<file path="config.mk">
export PLATFORM = sky130hd
export DESIGN_NAME = sub12_seq
export DESIGN_NICKNAME = d
export VERILOG_FILES = /design/src/rtl/sub12_pkg.sv /design/src/rtl/sub12_seq_blu4.sv /design/src/rtl/sub12_seq.sv
export SDC_FILE = /design/constraint.sdc
export NUM_CORES = 1
export LEC_CHECK = 0
export CAP_MARGIN = 40
export CORE_MARGIN = 2
export CORE_UTILIZATION = 54
export DETAILED_ROUTE_END_ITERATION = 7
export PLACE_DENSITY_LB_ADDON = 0.2
export RECOVER_POWER = 100
export SYNTH_ARGS = -nofsm -noshare
export SYNTH_HDL_FRONTEND = slang
export SYNTH_HIERARCHICAL = 1
export SYNTH_SLANG_ARGS = --single-unit
</file>
<file path="constraint.sdc">
create_clock -name clk -period 6.2 [get_ports clk]
set_input_delay 0.93 -clock clk [delete_from_list [all_inputs] [get_ports clk]]
set_output_delay 0.93 -clock clk [all_outputs]
set_load 0.01 [all_outputs]
</file>
<file path="src/rtl/sub12_pkg.sv">
// Shared types, defaults and sizing helpers for the sequential subtractor.
package sub12_pkg;

  localparam int unsigned WIDTH_DEF = 12;
  localparam int unsigned DIGIT_DEF = 4;

  typedef enum logic [1:0] {
    IDLE = 2'd0,
    RUN  = 2'd1,
    DONE = 2'd2
  } state_e;

  // Number of digits processed per operation.
  function automatic int unsigned ndig_f(input int unsigned width, input int unsigned digit);
    return width / digit;
  endfunction

  // Width of the digit index; at least one bit so the counter always exists.
  function automatic int unsigned idx_w_f(input int unsigned ndig);
    return (ndig > 1) ? $clog2(ndig) : 1;
  endfunction

endpackage

</file>
<file path="src/rtl/sub12_seq_blu4.sv">
// Combinational DIGIT-bit borrow-lookahead cell: d = x - y - bi, bo = borrow-out.
module blu4 #(
  parameter int unsigned DIGIT = 4
) (
  input  logic [DIGIT-1:0] x,
  input  logic [DIGIT-1:0] y,
  input  logic             bi,
  output logic [DIGIT-1:0] d,
  output logic             bo
);

  logic [DIGIT-1:0] g;
  logic [DIGIT-1:0] p;
  logic [DIGIT:0]   bw;

  // Generate: x=0,y=1 always borrows; propagate: x==y passes the incoming borrow.
  assign g = ~x & y;
  assign p = ~(x ^ y);

  // Flattened lookahead: each borrow is a sum of generate terms gated by propagate runs.
  always_comb begin : lookahead
    logic acc;
    logic run;
    bw    = '0;
    bw[0] = bi;
    for (int unsigned i = 0; i < DIGIT; i++) begin
      acc = 1'b0;
      run = 1'b1;
      for (int j = int'(i); j >= 0; j--) begin
        acc = acc | (run & g[j]);
        run = run & p[j];
      end
      bw[i+1] = acc | (run & bi);
    end
  end

  // Difference bits use the borrow into each position.
  assign d  = x ^ y ^ bw[DIGIT-1:0];
  assign bo = bw[DIGIT];

endmodule

</file>
<file path="src/rtl/sub12_seq.sv">
// Sequential subtractor: diff = a - b - bin, one DIGIT-wide digit per clock, LSB first.
// Optional: define SUB12_SIGNED_OVF_EN to add the registered two's-complement ovf output.
module sub12_seq
  import sub12_pkg::*;
#(
  parameter int unsigned WIDTH = WIDTH_DEF,
  parameter int unsigned DIGIT = DIGIT_DEF
) (
  input  logic             clk,
  input  logic             rst_n,
  input  logic             start,
  input  logic [WIDTH-1:0] a,
  input  logic [WIDTH-1:0] b,
  input  logic             bin,
  output logic             busy,
  output logic             done,
  output logic [WIDTH-1:0] diff,
`ifdef SUB12_SIGNED_OVF_EN
  output logic             ovf,
`endif
  output logic             bout
);

  localparam int unsigned NDIG = ndig_f(WIDTH, DIGIT);
  localparam int unsigned KW   = idx_w_f(NDIG);

  state_e           state_q, state_d;
  logic [KW-1:0]    k_q, k_d;
  logic [WIDTH-1:0] a_q, a_d;
  logic [WIDTH-1:0] b_q, b_d;
  logic             brw_q, brw_d;
  logic [WIDTH-1:0] diff_q, diff_d;
  logic             bout_q, bout_d;
  logic             busy_q, busy_d;
  logic             done_q, done_d;
`ifdef SUB12_SIGNED_OVF_EN
  logic             ovf_q, ovf_d;
`endif

  logic [DIGIT-1:0] cell_x, cell_y, cell_d;
  logic             cell_bo;
  logic             last_c;
  logic             accept_c;

  // Select the operand digit addressed by k for the single shared cell.
  always_comb begin : digit_mux
    cell_x = '0;
    cell_y = '0;
    for (int unsigned i = 0; i < NDIG; i++) begin
      if (k_q == KW'(i)) begin
        cell_x = a_q[i*DIGIT +: DIGIT];
        cell_y = b_q[i*DIGIT +: DIGIT];
      end
    end
  end

  blu4 #(.DIGIT(DIGIT)) u_blu4 (
    .x  (cell_x),
    .y  (cell_y),
    .bi (brw_q),
    .d  (cell_d),
    .bo (cell_bo)
  );

  assign last_c   = (k_q == KW'(NDIG - 1));
  assign accept_c = start && ((state_q == IDLE) || (state_q == DONE));

  // Next-state and datapath update; capture on accept, one digit per RUN cycle.
  always_comb begin : fsm_next
    state_d = state_q;
    k_d     = k_q;
    a_d     = a_q;
    b_d     = b_q;
    brw_d   = brw_q;
    diff_d  = diff_q;
    bout_d  = bout_q;
`ifdef SUB12_SIGNED_OVF_EN
    ovf_d   = ovf_q;
`endif

    unique case (state_q)
      IDLE: ;
      RUN: begin
        for (int unsigned i = 0; i < NDIG; i++) begin
          if (k_q == KW'(i)) diff_d[i*DIGIT +: DIGIT] = cell_d;
        end
        brw_d = cell_bo;
        if (last_c) begin
          state_d = DONE;
          k_d     = '0;
          bout_d  = cell_bo;
`ifdef SUB12_SIGNED_OVF_EN
          ovf_d   = (a_q[WIDTH-1] != b_q[WIDTH-1]) && (cell_d[DIGIT-1] != a_q[WIDTH-1]);
`endif
        end else begin
          k_d = k_q + KW'(1);
        end
      end
      DONE:    state_d = IDLE;
      default: state_d = IDLE;
    endcase

    if (accept_c) begin
      state_d = RUN;
      a_d     = a;
      b_d     = b;
      brw_d   = bin;
      k_d     = '0;
    end

    busy_d = (state_d == RUN);
    done_d = (state_d == DONE);
  end

  // State and output registers.
  always_ff @(posedge clk or negedge rst_n) begin
    if (!rst_n) begin
      state_q <= IDLE;
      k_q     <= '0;
      a_q     <= '0;
      b_q     <= '0;
      brw_q   <= 1'b0;
      diff_q  <= '0;
      bout_q  <= 1'b0;
      busy_q  <= 1'b0;
      done_q  <= 1'b0;
`ifdef SUB12_SIGNED_OVF_EN
      ovf_q   <= 1'b0;
`endif
    end else begin
      state_q <= state_d;
      k_q     <= k_d;
      a_q     <= a_d;
      b_q     <= b_d;
      brw_q   <= brw_d;
      diff_q  <= diff_d;
      bout_q  <= bout_d;
      busy_q  <= busy_d;
      done_q  <= done_d;
`ifdef SUB12_SIGNED_OVF_EN
      ovf_q   <= ovf_d;
`endif
    end
  end

  assign busy = busy_q;
  assign done = done_q;
  assign diff = diff_q;
  assign bout = bout_q;
`ifdef SUB12_SIGNED_OVF_EN
  assign ovf  = ovf_q;
`endif

endmodule
</file>
After elaboration in Yosys (flattened, before gate mapping)
Index checks and enable logic that the tools add are counted. W data, S select, Z words.

Register bits: 44. Logic and storage cells: 71. Output and inout port bits: 15. Input bits: 28.

Mux-type cells: 14. Add/subtract/negate cells: 1. Reduce and logical (&&, ||, !) cells: 8. Bitwise operators: 31. Eq/ne operators: 6.

Operators by type and width (number): $mux W4 (6); $and A1 B1 Y1 (16); $mux W2 (5); $or A1 B1 Y1 (10); $not A4 Y4 (2); $xor A4 B4 Y4 (2); $eq A2 B1 Y1 const B (3); $eq A2 B2 Y1 const B (3); $reduce_and A2 Y1 (3); $and A4 B4 Y4 (1); $logic_not A2 Y1 (2); $pmux W2 S2 (1); $add A2 B1 Y2 const B (1); $mux W1 (2); $reduce_bool A2 Y1 (1); $logic_and A1 B1 Y1 (1); $logic_or A1 B1 Y1 (1).

Depth between registers and ports, before layout
Word-level depth: 13. Mapped depth: 10. Mapped depth without buffers: 9.

Modules after synthesis
The synthesis kept the hierarchy.

By module, submodules not included: sub12_seq (area an instance 1895.6 um2, times used 1, cells an instance 122, seq. area each 1101.1 um2); blu4 (area an instance 200.2 um2, times used 1, cells an instance 27, seq. area each 0.0 um2).

Least setup slack after synthesis
OpenSTA, ideal clock, no wires.

Path type: register to register. Start: register k_q[1]. End: register bout_q (netlist: bout). Data required time: 6.075 ns. Stages on the path, launching flop included: 10. Path slack: 3.958 ns. Setup time: 0.125 ns. Arrival: 2.117 ns. Clock period less this slack: 2.242 ns. Path buffers: 1. Cell sequence: dfrtp_1 > nor2b_1 > clkbuf_1 > o2bb2ai_1 > inv_1 > ha_1 > a21oi_1 > nor2_1 > a211o_1 > mux2_4.

Elaborated cells on any way between the ends: 25. Those cells by class: eq/ne: 2; mux: 6; bitwise: 15; reduce/logical: 2.

RTL lines: start: declaration (RTL line sub12_seq.sv:28) `logic [KW-1:0] k_q, k_d;`; start signal: assignment (RTL line sub12_seq.sv:132) `k_q <= k_d;`; $logic_not A2 Y1 (RTL line sub12_seq.sv:50) `if (k_q == KW'(i)) begin`; $mux W4 (2 in a row) (RTL line sub12_seq.sv:50); $mux W4 * (RTL line sub12_seq.sv:50); named net cell_x[0] (RTL line sub12_seq.sv:40) `logic [DIGIT-1:0] cell_x, cell_y, cell_d;`; $not A4 Y4 / $xor A4 B4 Y4 (equally long branches) (RTL line sub12_seq_blu4.sv:17, sub12_seq_blu4.sv:18); $and A4 B4 Y4 / $not A4 Y4 (equally long branches) (RTL line sub12_seq_blu4.sv:17, sub12_seq_blu4.sv:18); $and A1 B1 Y1 (on tied branches) (RTL line sub12_seq_blu4.sv:30, sub12_seq_blu4.sv:31); $or A1 B1 Y1 / $and A1 B1 Y1 (equally long branches) (RTL line sub12_seq_blu4.sv:30, sub12_seq_blu4.sv:33); $or A1 B1 Y1 * (RTL line sub12_seq_blu4.sv:33) `bw[i+1] = acc | (run & bi);`; named net cell_bo (RTL line sub12_seq.sv:41) `logic cell_bo;`; end signal: assignment (RTL line sub12_seq.sv:137) `bout_q <= bout_d;`; end: declaration (RTL line sub12_seq.sv:33) `logic bout_q, bout_d;`.

Mark *: on every way through the listed nets, which the timed path passes. The rest lies on a longest branch. A chain may end at the register's enable or synchronous reset.

Worst setup path after layout
Start: input start. End: register a_q[4].

Longest elaborated chain between the ends: 1.

Ends and longest elaborated chain: start: declaration (RTL line sub12_seq.sv:11) `input logic start,`; $logic_and A1 B1 Y1 (RTL line sub12_seq.sv:66) `assign accept_c = start && ((state_q == IDLE) || (state_q == DONE));`; end signal: assignment (RTL line sub12_seq.sv:120) `a_q <= '0;`; end signal: assignment (RTL line sub12_seq.sv:133) `a_q <= a_d;`; end: declaration (RTL line sub12_seq.sv:29) `logic [WIDTH-1:0] a_q, a_d;`.

No other way between the ends.

==> metrics.md <==
| Metric | Value |
|---|---|
| Largest net degree at the start of global routing | 24 |
| Post-Route WL | 3.86 mm |
| Internal | 948 µW |
| Vias in the first global route | 1435 |
| Setup bufs post-CTS | 0 |
| Max Transition Viols Final | 0 |
| Clock latency on the worst-skew pair | 0.29 ns |
| Max Fclk | 0.322 GHz |
| Worst Hold Class | reg -> reg |
| CP Data Required Time | 6.37 ns |
| Worst-path fanout max | 20 |
| Initial antenna violation count | 0 |
| Largest cells by area after synthesis | dfrtp_1 (53%), mux2_2 (17%), mux2i_1 (5.3%), mux2_4 (3.6%), o2bb2ai_1 (3.3%) |
| Final Hold Fails | 0 |
| Core Util, Final | 0.703 |
| Worst setup SP type | input port |
| DRT iter0 DRCs | 45 |
| Routed Antenna Nets | 0 |
| Flops & latches, synth | 44 |
| Core box area | 3690 µm² |
| Slew HR | 0.195 |
| Net Sw Frac | 0.373 |
| Synth Warn # | 6 |
| Switching pwr | 563 µW |
| Share of cells above drive strength 1 | 0.208 |
| Non-filler instance count after layout | 240 |
| Synth top area share | 0.525 |
| DP Area | 2560 µm² |
| Cell count after placement | 232 |
| Cells after Synth | 149 |
| Synth cell types | 30 |
| Htree depth | 2 |
| Tot Pwr | 1510 µW |
| Seq pwr share | 0.361 |
| Min Tclk post-route | 3.10 ns |
| Fin Clk Skew | 0.00668 ns |
| Num ports | 43 |
| Ant. Diodes | 0 |
| I/O Buffers | 42 |
| Final HPWL DP | 2.96 mm |
| PostCTS Resize Cnt | 0 |
| Cts bufs inserted | 5 |
| Final setup violation count | 0 |
| Die width | 66.3 µm |
| Post-Syn Nets | 183 |
| Unrepaired setup endpoints after global routing | no |
| Clock sinks | 44 |
| Sequential element share of the synthesized area | 0.525 |
| Clk network pwr share | 0.122 |
| Cell taking the most area after synthesis | dfrtp_1 |
| Leak pwr | 0.00111 µW |
| Placer Congestion | 0.822 |
| R2R cell count | 8 |
| CTS tree | built |
| Hold Crit Start | diff[10] |
| Nets | 225 |
| Most frequent cells in the layout | dfrtp_1 (44), mux2_2 (32), clkdlybuf4s50_1 (25) |
| Chip height | 66.3 µm |
| Peak supply drop | 0.250 mV |
| Max clock buf depth | 2 |
| Reg2Reg Setup Slack | 3.26 ns |
| Layout area overhead | 23.8% |
| Hold_buf cts | 0 |
| Routed len/inst | 16.1 µm |
| TNS Setup | 0 ns |
| Vias | 1317 |
| Filler cells | 283 |
| Worst reg2reg endpoint | bout |
| Most common cell after layout, fill and taps aside | dfrtp_1 |
| Max-cap violations | 0 |
| Vias/cell | 5.49 |
| Synthesized area | 2100 µm² |
| Crit path capture type | flip-flop |
| First-pass GRT wire length | 6.73 mm |
| Tot GR Track Use | 0.208 |
| Drt pass-1 iters | 3 |
| Worst-margin pin slew | 1.21 ns |
| FP Rows | 22 |
| Crit Path Class | in -> reg |
| Period Utilization, post-route | 0.501 |
| Die area | 4400 µm² |
| Grt total ovfl | 0 |
| Worst r2r src | k_q[0] |
| Gate power share | 0.517 |
| Status | finished, final reports clean |
| Power per cell area | 582 nW/µm² |
| Critical Path AT | 3.28 ns |
| Hold path cells | 1 |
| CTS root buffer | clkbuf_8 |
| Syn Area/Cell | 14.1 µm² |
| Starting Density | 0.568 |
| Final instance area | 2590 µm² |
| Number of remaining DRC errors | 0 |
| CTS clock-pin slew for the worst setup and hold paths | 0.08 ns |
| Hold path endpoint | diff[10] |
-- routing by layer --
metal	wire length, µm	track usage
met5	0	0
met4	108	0.102
met3	137	0.0409
met2	2010	0.356
met1	1600	0.248
-- area by class of cell --
type / instances / area [µm²] / share of cell area
Sequential cell: 44 / 1100 / 0.425
Multi-Input combinational cell: 89 / 895 / 0.345
Clock buffer: 8 / 90.1 / 0.0347
Tap cell: 48 / 60.1 / 0.0232
Timing Repair Buffer: 44 / 422 / 0.163
Inverter: 7 / 26.3 / 0.0101
-- cell families after synthesis --
| group | share of synthesized area |
|---|---|
| flip-flops | 0.525 |
| buffers and inverters | 0.0370 |
| adder cells (fa/ha/maj) | 0.0394 |
| multiplexers | 0.260 |
| XOR/XNOR | 0.00836 |
| AND/OR/NAND/NOR | 0.0567 |
| AO/OA/AOI/OAI | 0.0728 |
-- flip-flops by register name, summed over array words and instances (netlist names) --
name	count
a_q	12
b_q	12
diff	12
k_q	2
state_q	2
bout	1
brw_q	1
busy	1
done	1
-- Yosys cell counts --
cell type,count
inv_1,7
o2bb2ai_1,8
nand2b_1,1
a21oi_2,1
xor2_1,2
fa_1,1
o21ai_0,1
dfrtp_1,44
a311o_1,2
clkbuf_1,1
ha_1,5
mux2i_1,11
nor2_1,1
nand3b_1,1
a21o_1,2
nor4bb_1,1
a21oi_1,2
a211o_1,1
o21bai_1,2
mux2_2,32
buf_4,3
and4bb_1,1
nand3_1,1
nor3_1,2
nor4b_4,1
mux2_4,5
and4bb_2,1
buf_2,5
nor2b_1,2
nor3b_1,2
-- per-stage QoR --
step / hold WS, ns / worst slack, ns
5_1_grt: 0.519 / 2.93
6_report: 0.491 / 3.10
3_5_place_dp: 0.495 / 3.35
2_1_floorplan: 0.480 / 3.96
3_3_place_gp: 0.491 / 3.26
4_1_cts: 0.513 / 3.32
-- worst max-delay path, cell delays in order --
cell	delay, ns
dlygate4sd3_1	0.62
nor2b_1	0.49
clkbuf_1	0.81
mux2_2	0.42
-- worst max path at each step --
stage | from | slack (ns) | end | cells past startpoint
2_1_floorplan | k_q[1] | 3.96 | bout | 9
3_3_place_gp | start | 3.26 | b_q[8] | 3
3_5_place_dp | k_q[0] | 3.35 | bout | 8
4_1_cts | k_q[0] | 3.32 | bout | 8
5_1_grt | start | 2.93 | a_q[4] | 4
6_report | start | 3.10 | a_q[4] | 4
-- power groups by stage --
stage / clock network [µW] / registers (µW) / logic, µW
4_1_cts: 188 / 552 / 848
2_1_floorplan: 0 / 526 / 614
3_3_place_gp: 0 / 544 / 802
5_1_grt: 200 / 568 / 879
3_5_place_dp: 0 / 558 / 844
6_report: 184 / 546 / 781
Note: power is estimated with default switching activity, not from simulation.
